File: config.mk
export PLATFORM = sky130hd
export DESIGN_NAME = instruction_fetch
export DESIGN_NICKNAME = d
export VERILOG_FILES = /design/src/rtl/instruction_fetch.sv
export SDC_FILE = /design/constraint.sdc
export NUM_CORES = 1
export LEC_CHECK = 0
export CORE_ASPECT_RATIO = 1.4
export CORE_MARGIN = 4
export CORE_UTILIZATION = 46
export DETAILED_ROUTE_END_ITERATION = 6
export GPL_TIMING_DRIVEN = 0
export HOLD_SLACK_MARGIN = 0.03
export PLACE_DENSITY = 0.94
export SYNTH_ARGS = -nofsm -noshare
export SYNTH_HDL_FRONTEND = slang
export SYNTH_SLANG_ARGS = --single-unit
File: constraint.sdc
create_clock -name clk -period 3.1 [get_ports clk]
set_clock_uncertainty 0.2 [all_clocks]
set_input_delay 0.62 -clock clk [delete_from_list [all_inputs] [get_ports clk]]
set_output_delay 0.62 -clock clk [all_outputs]
set_load 0.02 [all_outputs]
File: src/rtl/instruction_fetch.sv
// Single-outstanding instruction fetch unit: requests one word at the current PC,
// holds it for downstream, supports flush and a sticky memory-timeout error.
module instruction_fetch #(
    parameter int unsigned ADDR_W  = 8,
    parameter int unsigned DATA_W  = 32,
    parameter int unsigned TIMEOUT = 15
) (
    input  logic              clk,
    input  logic              rst,
    input  logic              enable,
    input  logic              flush,
    input  logic [ADDR_W-1:0] pc_value,
    output logic              pc_inc,
    output logic              mem_req,
    output logic [ADDR_W-1:0] mem_addr,
    input  logic              mem_ack,
    input  logic [DATA_W-1:0] mem_rdata,
    output logic [DATA_W-1:0] instr,
    output logic [ADDR_W-1:0] instr_addr,
    output logic              instr_valid,
    input  logic              instr_ready,
    output logic              fetch_err
);

    typedef enum logic [1:0] {StIdle, StWait, StFull} state_e;

    localparam logic [7:0] TimeoutLast = 8'(TIMEOUT - 1);

    state_e            state_q;
    logic              drop_q;
    logic [7:0]        wait_cnt_q;
    logic              pc_inc_q;
    logic              mem_req_q;
    logic [ADDR_W-1:0] mem_addr_q;
    logic [DATA_W-1:0] instr_q;
    logic [ADDR_W-1:0] instr_addr_q;
    logic              instr_valid_q;
    logic              fetch_err_q;

    always_ff @(posedge clk) begin
        if (rst) begin
            state_q       <= StIdle;
            drop_q        <= 1'b0;
            wait_cnt_q    <= '0;
            pc_inc_q      <= 1'b0;
            mem_req_q     <= 1'b0;
            mem_addr_q    <= '0;
            instr_q       <= '0;
            instr_addr_q  <= '0;
            instr_valid_q <= 1'b0;
            fetch_err_q   <= 1'b0;
        end else begin
            pc_inc_q <= 1'b0;
            unique case (state_q)
                StIdle: begin
                    if (enable && !flush && !fetch_err_q) begin
                        mem_req_q  <= 1'b1;
                        mem_addr_q <= pc_value;
                        wait_cnt_q <= '0;
                        drop_q     <= 1'b0;
                        state_q    <= StWait;
                    end
                end
                StWait: begin
                    if (mem_ack) begin
                        mem_req_q <= 1'b0;
                        // A flush now or earlier in this request discards the returned word
                        if (flush || drop_q) begin
                            drop_q  <= 1'b0;
                            state_q <= StIdle;
                        end else begin
                            instr_q       <= mem_rdata;
                            instr_addr_q  <= mem_addr_q;
                            instr_valid_q <= 1'b1;
                            pc_inc_q      <= 1'b1;
                            state_q       <= StFull;
                        end
                    end else begin
                        wait_cnt_q <= wait_cnt_q + 8'd1;
                        if (flush) begin
                            drop_q <= 1'b1;
                        end
                        if (wait_cnt_q == TimeoutLast) begin
                            fetch_err_q <= 1'b1;
                            mem_req_q   <= 1'b0;
                            state_q     <= StIdle;
                        end
                    end
                end
                StFull: begin
                    if (flush || instr_ready) begin
                        instr_valid_q <= 1'b0;
                        state_q       <= StIdle;
                    end
                end
                default: state_q <= StIdle;
            endcase
        end
    end

    assign pc_inc      = pc_inc_q;
    assign mem_req     = mem_req_q;
    assign mem_addr    = mem_addr_q;
    assign instr       = instr_q;
    assign instr_addr  = instr_addr_q;
    assign instr_valid = instr_valid_q;
    assign fetch_err   = fetch_err_q;

endmodule

== After elaboration in Yosys (flattened, before gate mapping) ==
Cells that the tools add are included.
Widths: inputs -> output; s select.

* RAM bits: 0
* Bits in latches: 0
* Word-level logic and storage cells: 66
* Flip-flop bits (word level): 63
* Memories kept: 0
* ROM bits: 0
* Input bits: 46

* Reductions and logical operators: 18
* Equal/unequal tests: 11
* Mux-type cells: 23
* Add/sub/neg operators: 1
* Bitwise logic cells: 3
* Shift-type cells: 0
* Divide/modulo/power cells: 0
* Multiply operators: 0
* Order comparisons: 0

{| class="wikitable"
|+ Operators with widths
! cell !! number
|-
| $mux 8 || 2
|-
| $pmux 8 s2 || 1
|-
| $reduce_and 3->1 || 5
|-
| $mux 1 || 11
|-
| $mux 2 || 5
|-
| $ne 2x2->1 const B || 5
|-
| $ne 3x3->1 const B || 3
|-
| $add 8x1->8 const B || 1
|-
| $eq 8x4->1 const B || 1
|-
| $reduce_and 4->1 || 2
|-
| $pmux 1 s2 || 3
|-
| $pmux 2 s3 || 1
|-
| $reduce_bool 2->1 || 2
|-
| $not 1->1 || 3
|-
| $reduce_or 3->1 || 1
|-
| $eq 2x1->1 const B || 1
|-
| $eq 2x2->1 const B || 1
|-
| $logic_and 1x1->1 || 2
|-
| $logic_not 1->1 || 2
|-
| $logic_not 2->1 || 1
|-
| $logic_or 1x1->1 || 2
|-
| $reduce_and 2->1 || 1
|}

== Logic depth before layout (Yosys ltp) ==
Gate-level depths: netlist of run 1.

* Depth in word-level cells: 5
* Mapped depth: 7

== Least setup slack after synthesis of run 1 ==
No wires, ideal clock.

* Path type: input to register
* From: input port flush
* To: register wait_cnt_q[5]
* Slack: 1.175 ns
* Arrival: 1.655 ns
* Library setup time: 0.070 ns
* Data required time: 2.830 ns
* Stages on the path: 4
* Cell sequence: nor4b_4 > o21bai_2 > or4_1 > a21oi_1

* Longest elaborated chain between the ends: 5

{| class="wikitable"
|+ RTL lines
! item !! RTL line !! text
|-
| start: declaration || 11 || <nowiki>input logic flush,</nowiki>
|-
| $logic_not 1->1 || 56 || <nowiki>if (enable && !flush && !fetch_err_q) begin</nowiki>
|-
| $logic_and 1x1->1 (2 in series) || 56 ||
|-
| $ne 2x2->1 (no source line) || -- ||
|-
| $reduce_and 3->1 (no source line) || -- ||
|-
| end signal: assignment || 79 || <nowiki>wait_cnt_q <= wait_cnt_q + 8'd1;</nowiki>
|-
| end: declaration || 31 || <nowiki>logic [7:0] wait_cnt_q;</nowiki>
|}

Every way passes these cells.
A chain may end at the register's enable or synchronous reset.

== Worst setup path in the final report of run 1 ==
* From: input port flush
* To: register mem_addr_q[5] (netlist: mem_addr[5])

* Longest elaborated chain between the ends: 4

{| class="wikitable"
|+ RTL lines
! item !! RTL line !! text
|-
| $logic_not 1->1 || 56 ||
|-
| $logic_and 1x1->1 (2 in series) || 56 ||
|-
| $reduce_and 2->1 (no source line) || -- ||
|-
| end signal: assignment || 58 || <nowiki>mem_addr_q <= pc_value;</nowiki>
|-
| end: declaration || 34 || <nowiki>logic [ADDR_W-1:0] mem_addr_q;</nowiki>
|}

Every way passes these cells.

==> metrics.txt, run 1 <==
Peak VDD IR=360 µV; final WL=6810 µm; TritonCTS Buffers=9; P per Cell Area=around 500 mW/mm²; # diodes=0; post-synthesis adder-cell area fraction=between 1 and 1.5%; status=finished clean; FMAX=423 MHz; Yosys cell types=35; actual slew at the worst max-slew pin=568 ps; synthesis-to-finish area growth=51.0%; internal cell power=1.32 mW; most common flop cell mapped by yosys=dfxtp_1; gr ovfl total=0; Fin. Hold Viols=0; Reg power frac=48.2%; hold_buf cts=0; Simple-Gate Fraction of Synth Area=26.9%; most frequent cells in the layout=99 x nand2_1, 96 x clkdlybuf4s50_1, 63 x dfxtp_1, 56 x a21oi_1, 13 x clkbuf_1; post-synthesis mux area share=0%; Rows=30; total power=between 1.5 and 2 mW; Critical Path End Type=register; leading cell type in the layout, fill and taps excluded=nand2_1; core area=0.00495 mm²; routability cong.=0.855; total negative slack=0 ps; clock power share=36.0%; Clock transition at path regs=roughly 70 ps; clock insertion delay at the later pin of the skew report=about 330 ps; CTS HTree Levels=3; fillers=a little under 400; DR WL/cell=14.5 µm; main combinational cell family by area after synthesis=simple AND/OR/NAND/NOR gates; Post-DRT Antenna Nets=0; Nets=451; DR vias/cell=5.08; Crit path required time=3160 ps; post-CTS setup buffers=0; Synth top area share=52.6%; Crit Path Category=in2reg; Compound-Gate Fraction of Synth Area=15.0%; max cap viols=0; setup slack, reg-to-reg=1140 ps; Post-Syn Nets=344; Die W=69.0 µm; Tmin final=2360 ps; crit share post-route=approximately three quarters; Min-Delay Path Class=reg2reg; Yosys reg bits=63; RSZ-0062 raised after global routing=no; # IOs=98; antenna violations before repair=0; vias=~2400; post-DP HPWL=5050 µm; 1st-pass router iterations=4; First DRT Iteration DRCs=114; Slowest cell on crit path=clkdlybuf4s50_1; first-pass GRT wire length=10800 µm; post_cts resized=0; Total Routing Usage GR=21.2%; CTS tree=yes; Slew Limit Fails=0; arrival time at the worst endpoint=2420 ps; syn_area_per_cell=8.11 µm²; combinational power share=15.8%; top cell type by total area after synthesis=dfxtp_1; slew margin rel.=61.9%; Startpoint Class=input pin; worst path bufs/invs=1; final setup vio count=0; vias in the first global route=2367; critical path, cell by cell=clkdlybuf4s50_1 -> or3b_2 -> nor3_2 -> nand2_1 -> a21oi_1; largest net degree at the start of global routing=11; share of cells above drive strength 1=around 6.1%; Synth Instances=296; Net Sw Frac=25.7%; dominant cells by area after synthesis=dfxtp_1 53%, nand2_1 15%, a21oi_1 12%; drc violations=0; warnings from Yosys=0; root buf cell=clkbuf_8; die area=between 0.006 and 0.007 mm²; IO Port Bufs=96; net switching power=457 µW; worst-path fanout max=8; FFs w/ async S/R, synth=0%; Initial Util=slightly below 50%; die height=93.5 µm; number of flops mapped to enable cells by yosys=0; TritonCTS Sinks=63; max incr delay on CP=550 ps; leak pwr=1.25 nW; clock tree buffer depth=2; Syn Std Cell Area=0.00240 mm²; post-synthesis sequential area ratio=52.6%; Post-Synth XOR/XNOR Area=1.09%; Largest delay share family, worst path=simple AND/OR/NAND/NOR gates
[metal layers]
layer,vias up,share of wire [%],track usage [%]
li1,1209,-,-
met5,-,0,0
met4,0,1.3,11.6
met2,89,55,39.5
met1,1086,39,21.6
met3,9,5.1,4.73
[cell families (layout without fill, tap and decap cells)]
family | Yosys count | count (layout)
buffers and inverters | 19 | 130
AND/OR/NAND/NOR | 141 | 141
AO/OA/AOI/OAI | 68 | 68
adder cells (fa/ha/maj) | 2 | 2
XOR/XNOR | 3 | 3
flip-flops | 63 | 63
[worst paths after layout]
kind,cells after the start,to,startpoint
setup / recovery,5,mem_addr[5],flush
hold / removal,2,instr_addr[6],instr_addr[6]
setup reg to reg,6,state_q[0],wait_cnt_q[0]
hold reg to reg,2,instr_addr[6],instr_addr[6]
[area by class of cell]
type | count | area [µm²] | share of cell area [%]
multi-input cells | 214 | 1050 | 29.1
plain buffers | 18 | 80.1 | 2.21
clock buffers | 12 | 165 | 4.56
inverters | 1 | 3.75 | 0.104
repair buffers | 96 | 961 | 26.5
well taps | 64 | 80.1 | 2.21
flip-flops and latches | 63 | 1260 | 34.8
clock inverters | 3 | 17.5 | 0.483
[metrics by stage]
stage	cell area, µm²	setup slack [ps]	cells	hold WS (ps)	utilization [%]
3_3_place_gp	3440	442	456	241	69.4
3_5_place_dp	3440	408	456	248	69.4
2_1_floorplan	2400	1180	296	258	-
4_1_cts	3620	747	471	257	73.1
6_report	3620	736	471	252	73.1
5_1_grt	3620	602	471	270	73.1
[state kept, by name, indices dropped and copies added, names as in the netlist, 2 cells and up]
register	count
instr	32
instr_addr	8
mem_addr	8
state_q	2
wait_cnt_q	8
[power groups by stage]
stage / Sequential, mW / Clock [mW] / Combinational (mW)
after floorplan: 0.901 / 0 / 0.113
after global placement: 0.874 / 0 / 0.270
after global routing: 0.860 / 0.690 / 0.301
after CTS: 0.857 / 0.657 / 0.280
final: 0.858 / 0.640 / 0.280
after detailed placement: 0.876 / 0 / 0.276
[Yosys cell counts, types with 2 or more instances]
cell type,count
nor2_1,11
buf_2,4
nand3_1,2
nand4b_1,2
and3_1,2
nand4_1,2
o21ai_0,6
dfxtp_1,63
clkbuf_1,13
nor4_1,3
nor3_1,4
ha_1,2
nor2b_1,3
o31ai_1,2
a21oi_1,56
nand2b_1,3
nand2_1,99
xor2_1,2
[tightest hold or removal path: cells and delay by family (launching register included)]
kind               cells  cell delay, ps
AOI/OAI and AO/OA      1              50
DFF                    1             310
and+or+nand+nor        1              50
(Power assumes the default switching activity.)
==> run 2: changes to the inputs <==
--- a/config.mk
+++ b/config.mk
@@ -7,11 +7,11 @@
 export LEC_CHECK = 0
 export CORE_ASPECT_RATIO = 1.4
 export CORE_MARGIN = 4
-export CORE_UTILIZATION = 46
+export CORE_UTILIZATION = 42
 export DETAILED_ROUTE_END_ITERATION = 6
 export GPL_TIMING_DRIVEN = 0
 export HOLD_SLACK_MARGIN = 0.03
-export PLACE_DENSITY = 0.94
+export PLACE_DENSITY = 0.87
 export SYNTH_ARGS = -nofsm -noshare
 export SYNTH_HDL_FRONTEND = slang
 export SYNTH_SLANG_ARGS = --single-unit
==> constraint.sdc (replaced) <==
create_clock -name clk -period 2.2 [get_ports clk]
set_clock_uncertainty 0.2 [all_clocks]
set_input_delay 0.44 -clock clk [delete_from_list [all_inputs] [get_ports clk]]
set_output_delay 0.44 -clock clk [all_outputs]
set_load 0.02 [all_outputs]
==> run 2 against run 1 <==
Against the previous run: combinational power is 41% higher; sequential share of layout area is 0.23 points lower; register-to-register slack worse by 820 ps; critical path type is now reg2out; largest power group unchanged.
==> metrics.txt, run 2 (synthesis results as in run 1) <==
most frequent cells in the layout=99 x nand2_1, 95 x clkdlybuf4s50_1, 63 x dfxtp_1, 56 x a21oi_1, 14 x clkbuf_1 (was 99 x nand2_1, 96 x clkdlybuf4s50_1, 63 x dfxtp_1, 56 x a21oi_1, 13 x clkbuf_1); area of the multi-input gates=0.00106 mm² (was 0.00105 mm²); CTS HTree Levels=3 (unchanged); Crit path required time=1560 ps (was 3160 ps); DR WL/cell=13.6 µm (was 14.5 µm); leading cell type in the layout, fill and taps excluded=nand2_1 (unchanged); First DRT Iteration DRCs=96 (was 114); IO Port Bufs=96 (unchanged); worst-path fanout max=5 (was 8); total negative slack=0 ps (unchanged); FMAX=between 400 and 500 MHz; max reg flops=32 (unchanged); wl on met1=2610 µm (was 2630 µm); critical path, cell by cell=clkdlybuf4s50_1 (was clkdlybuf4s50_1 -> or3b_2 -> nor3_2 -> nand2_1 -> a21oi_1); smallest hold slack=252 ps (about the same); Fin. Hold Viols=0 (unchanged); Crit Path Category=reg2out (was in2reg); hold_buf cts=0 (unchanged); CTS tree=yes (unchanged); # diodes=0 (unchanged); Peak VDD IR=439 µV (was 360 µV); arrival time at the worst endpoint=1420 ps (was 2420 ps); P per Cell Area=701 mW/mm² (was 491 mW/mm²); Slew Limit Fails=0 (unchanged); antenna violations before repair=0 (unchanged); drc violations=0 (unchanged); DR WL met2=3290 µm (was 3740 µm); fillers=479 (was 397); Largest delay share family, worst path=buffers and inverters (was simple AND/OR/NAND/NOR gates); post-DP HPWL=4860 µm (was 5050 µm); Rows=32 (was 30); placed insts=460 (was 456); Critical Path End Type=output port (was register); vias in the first global route=2291 (was 2367); crit share post-route=93.6%; Startpoint Class=register (was input pin); Die W=71.9 µm (was 69.0 µm); leak pwr=1.27 nW (was 1.25 nW); die height=97.4 µm (was 93.5 µm); Slowest cell on crit path=clkdlybuf4s50_1 (unchanged); synthesis-to-finish area growth=52.0% (was 51.0%); max incr delay on CP=650 ps (was 550 ps); Nets=452 (was 451); DR vias/cell=5.11 (was 5.08); status=finished clean (unchanged); worst path bufs/invs=1 (unchanged); die area=0.00700 mm² (was 0.00645 mm²); 1st-pass router iterations=4 (unchanged); final setup vio count=0 (unchanged); share of cells above drive strength 1=5.67% (was 6.14%); largest net degree at the start of global routing=11 (unchanged); Initial Util=43.4% (was 48.4%); # IOs=98 (unchanged); vias=2422 (was 2393); Tmin final=2060 ps; routed wl met3=451 µm (was 350 µm); TritonCTS Sinks=63 (unchanged); actual slew at the worst max-slew pin=496 ps (was 568 ps); RSZ-0062 raised after global routing=no (unchanged); root buf cell=clkbuf_8 (unchanged); first-pass GRT wire length=10400 µm (was 10800 µm); clock tree buffer depth=2 (unchanged); core area=0.00553 mm² (was 0.00495 mm²); Total Routing Usage GR=18.6% (was 21.2%); gr ovfl total=0 (unchanged); TritonCTS Buffers=9 (unchanged); clock insertion delay at the later pin of the skew report=330 ps (about the same); Top Metal Used=met4 (unchanged); Min-Delay Path Class=reg2reg (unchanged); slew margin rel.=66.9% (was 61.9%); Final Non-Filler Cells=474 (was 471); Clock transition at path regs=60 ps (was 70 ps); routability cong.=0.857 (was 0.855); Sequential Area=0.00126 mm² (unchanged); Post-DRT Antenna Nets=0 (unchanged); final WL=6460 µm (was 6810 µm); max cap viols=0 (unchanged)
## run 2: cell types whose count changed in the layout (fill, tap and decap cells not counted)
cell	delta
clkinv_2	-2
buf_4	+1
bufinv_16	+1
clkbuf_1	+1
clkbuf_8	-1
clkdlybuf4s50_1	-1
clkinvlp_4	-1
dlymetal6s2s_1	+1
nor3_2	-1
nor3_4	+1
## run 2: timing repair
item                       in CTS  in global routing
hold endpoints to repair        0                  0
gates resized for setup         1                  1
pin swaps                       0                  1
setup endpoints to repair       2                  8
setup buffers                   0                  1
## run 2: report_power, final
group	total, mW	internal [mW]	switching (mW)	leakage [nW]
Sequential	1.21	1.18	0.0251	0.509
Clock	0.956	0.567	0.389	0.0944
Combinational	0.394	0.190	0.203	0.661
Total	2.56	1.94	0.618	1.27
## run 2: worst paths after layout
check	start	endpoint	cells past startpoint	slack, ps
worst max-delay path	fetch_err	fetch_err	1	140
worst min-delay path	instr[2]	instr[2]	2	250
worst min register to register	instr[2]	instr[2]	2	250
worst max register to register	state_q[0]	instr[9]	7	320
## run 2: per-stage QoR
| stage | instance area (µm²) | worst slack, ps | power [mW] | util [%] |
|---|---|---|---|---|
| 2_1_floorplan | 2400 | 404 | 1.43 | - |
| 3_3_place_gp | 3450 | -326 | 1.61 | 62.4 |
| 3_5_place_dp | 3450 | -358 | 1.62 | 62.4 |
| 4_1_cts | 3640 | 56.2 | 2.58 | 65.8 |
| 5_1_grt | 3650 | 84.6 | 2.66 | 66.0 |
| 6_report | 3650 | 140 | 2.56 | 66.0 |
## run 2: per-layer routing
metal	vias up	GRT usage [%]
met5	-	0
met4	0	8.10
met3	9	4.45
met2	81	31.9
met1	1125	21.6
li1	1207	-
## run 2: tightest hold or removal path, stage by stage, from the launching register on
cell and delay, ps:
dfxtp_1 310, nand2_1 50, a21oi_1 50
## run 2: cell type report
type / count / share of cell area, %
Timing Repair Buffer: 97 / 26.6
Clock buffer: 12 / 4.25
Sequential cell: 63 / 34.6
Buffer: 18 / 2.20
Inverter: 1 / 0.103
Tap cell: 68 / 2.33
Multi-Input combinational cell: 214 / 29.1
Clock inverter: 1 / 0.823
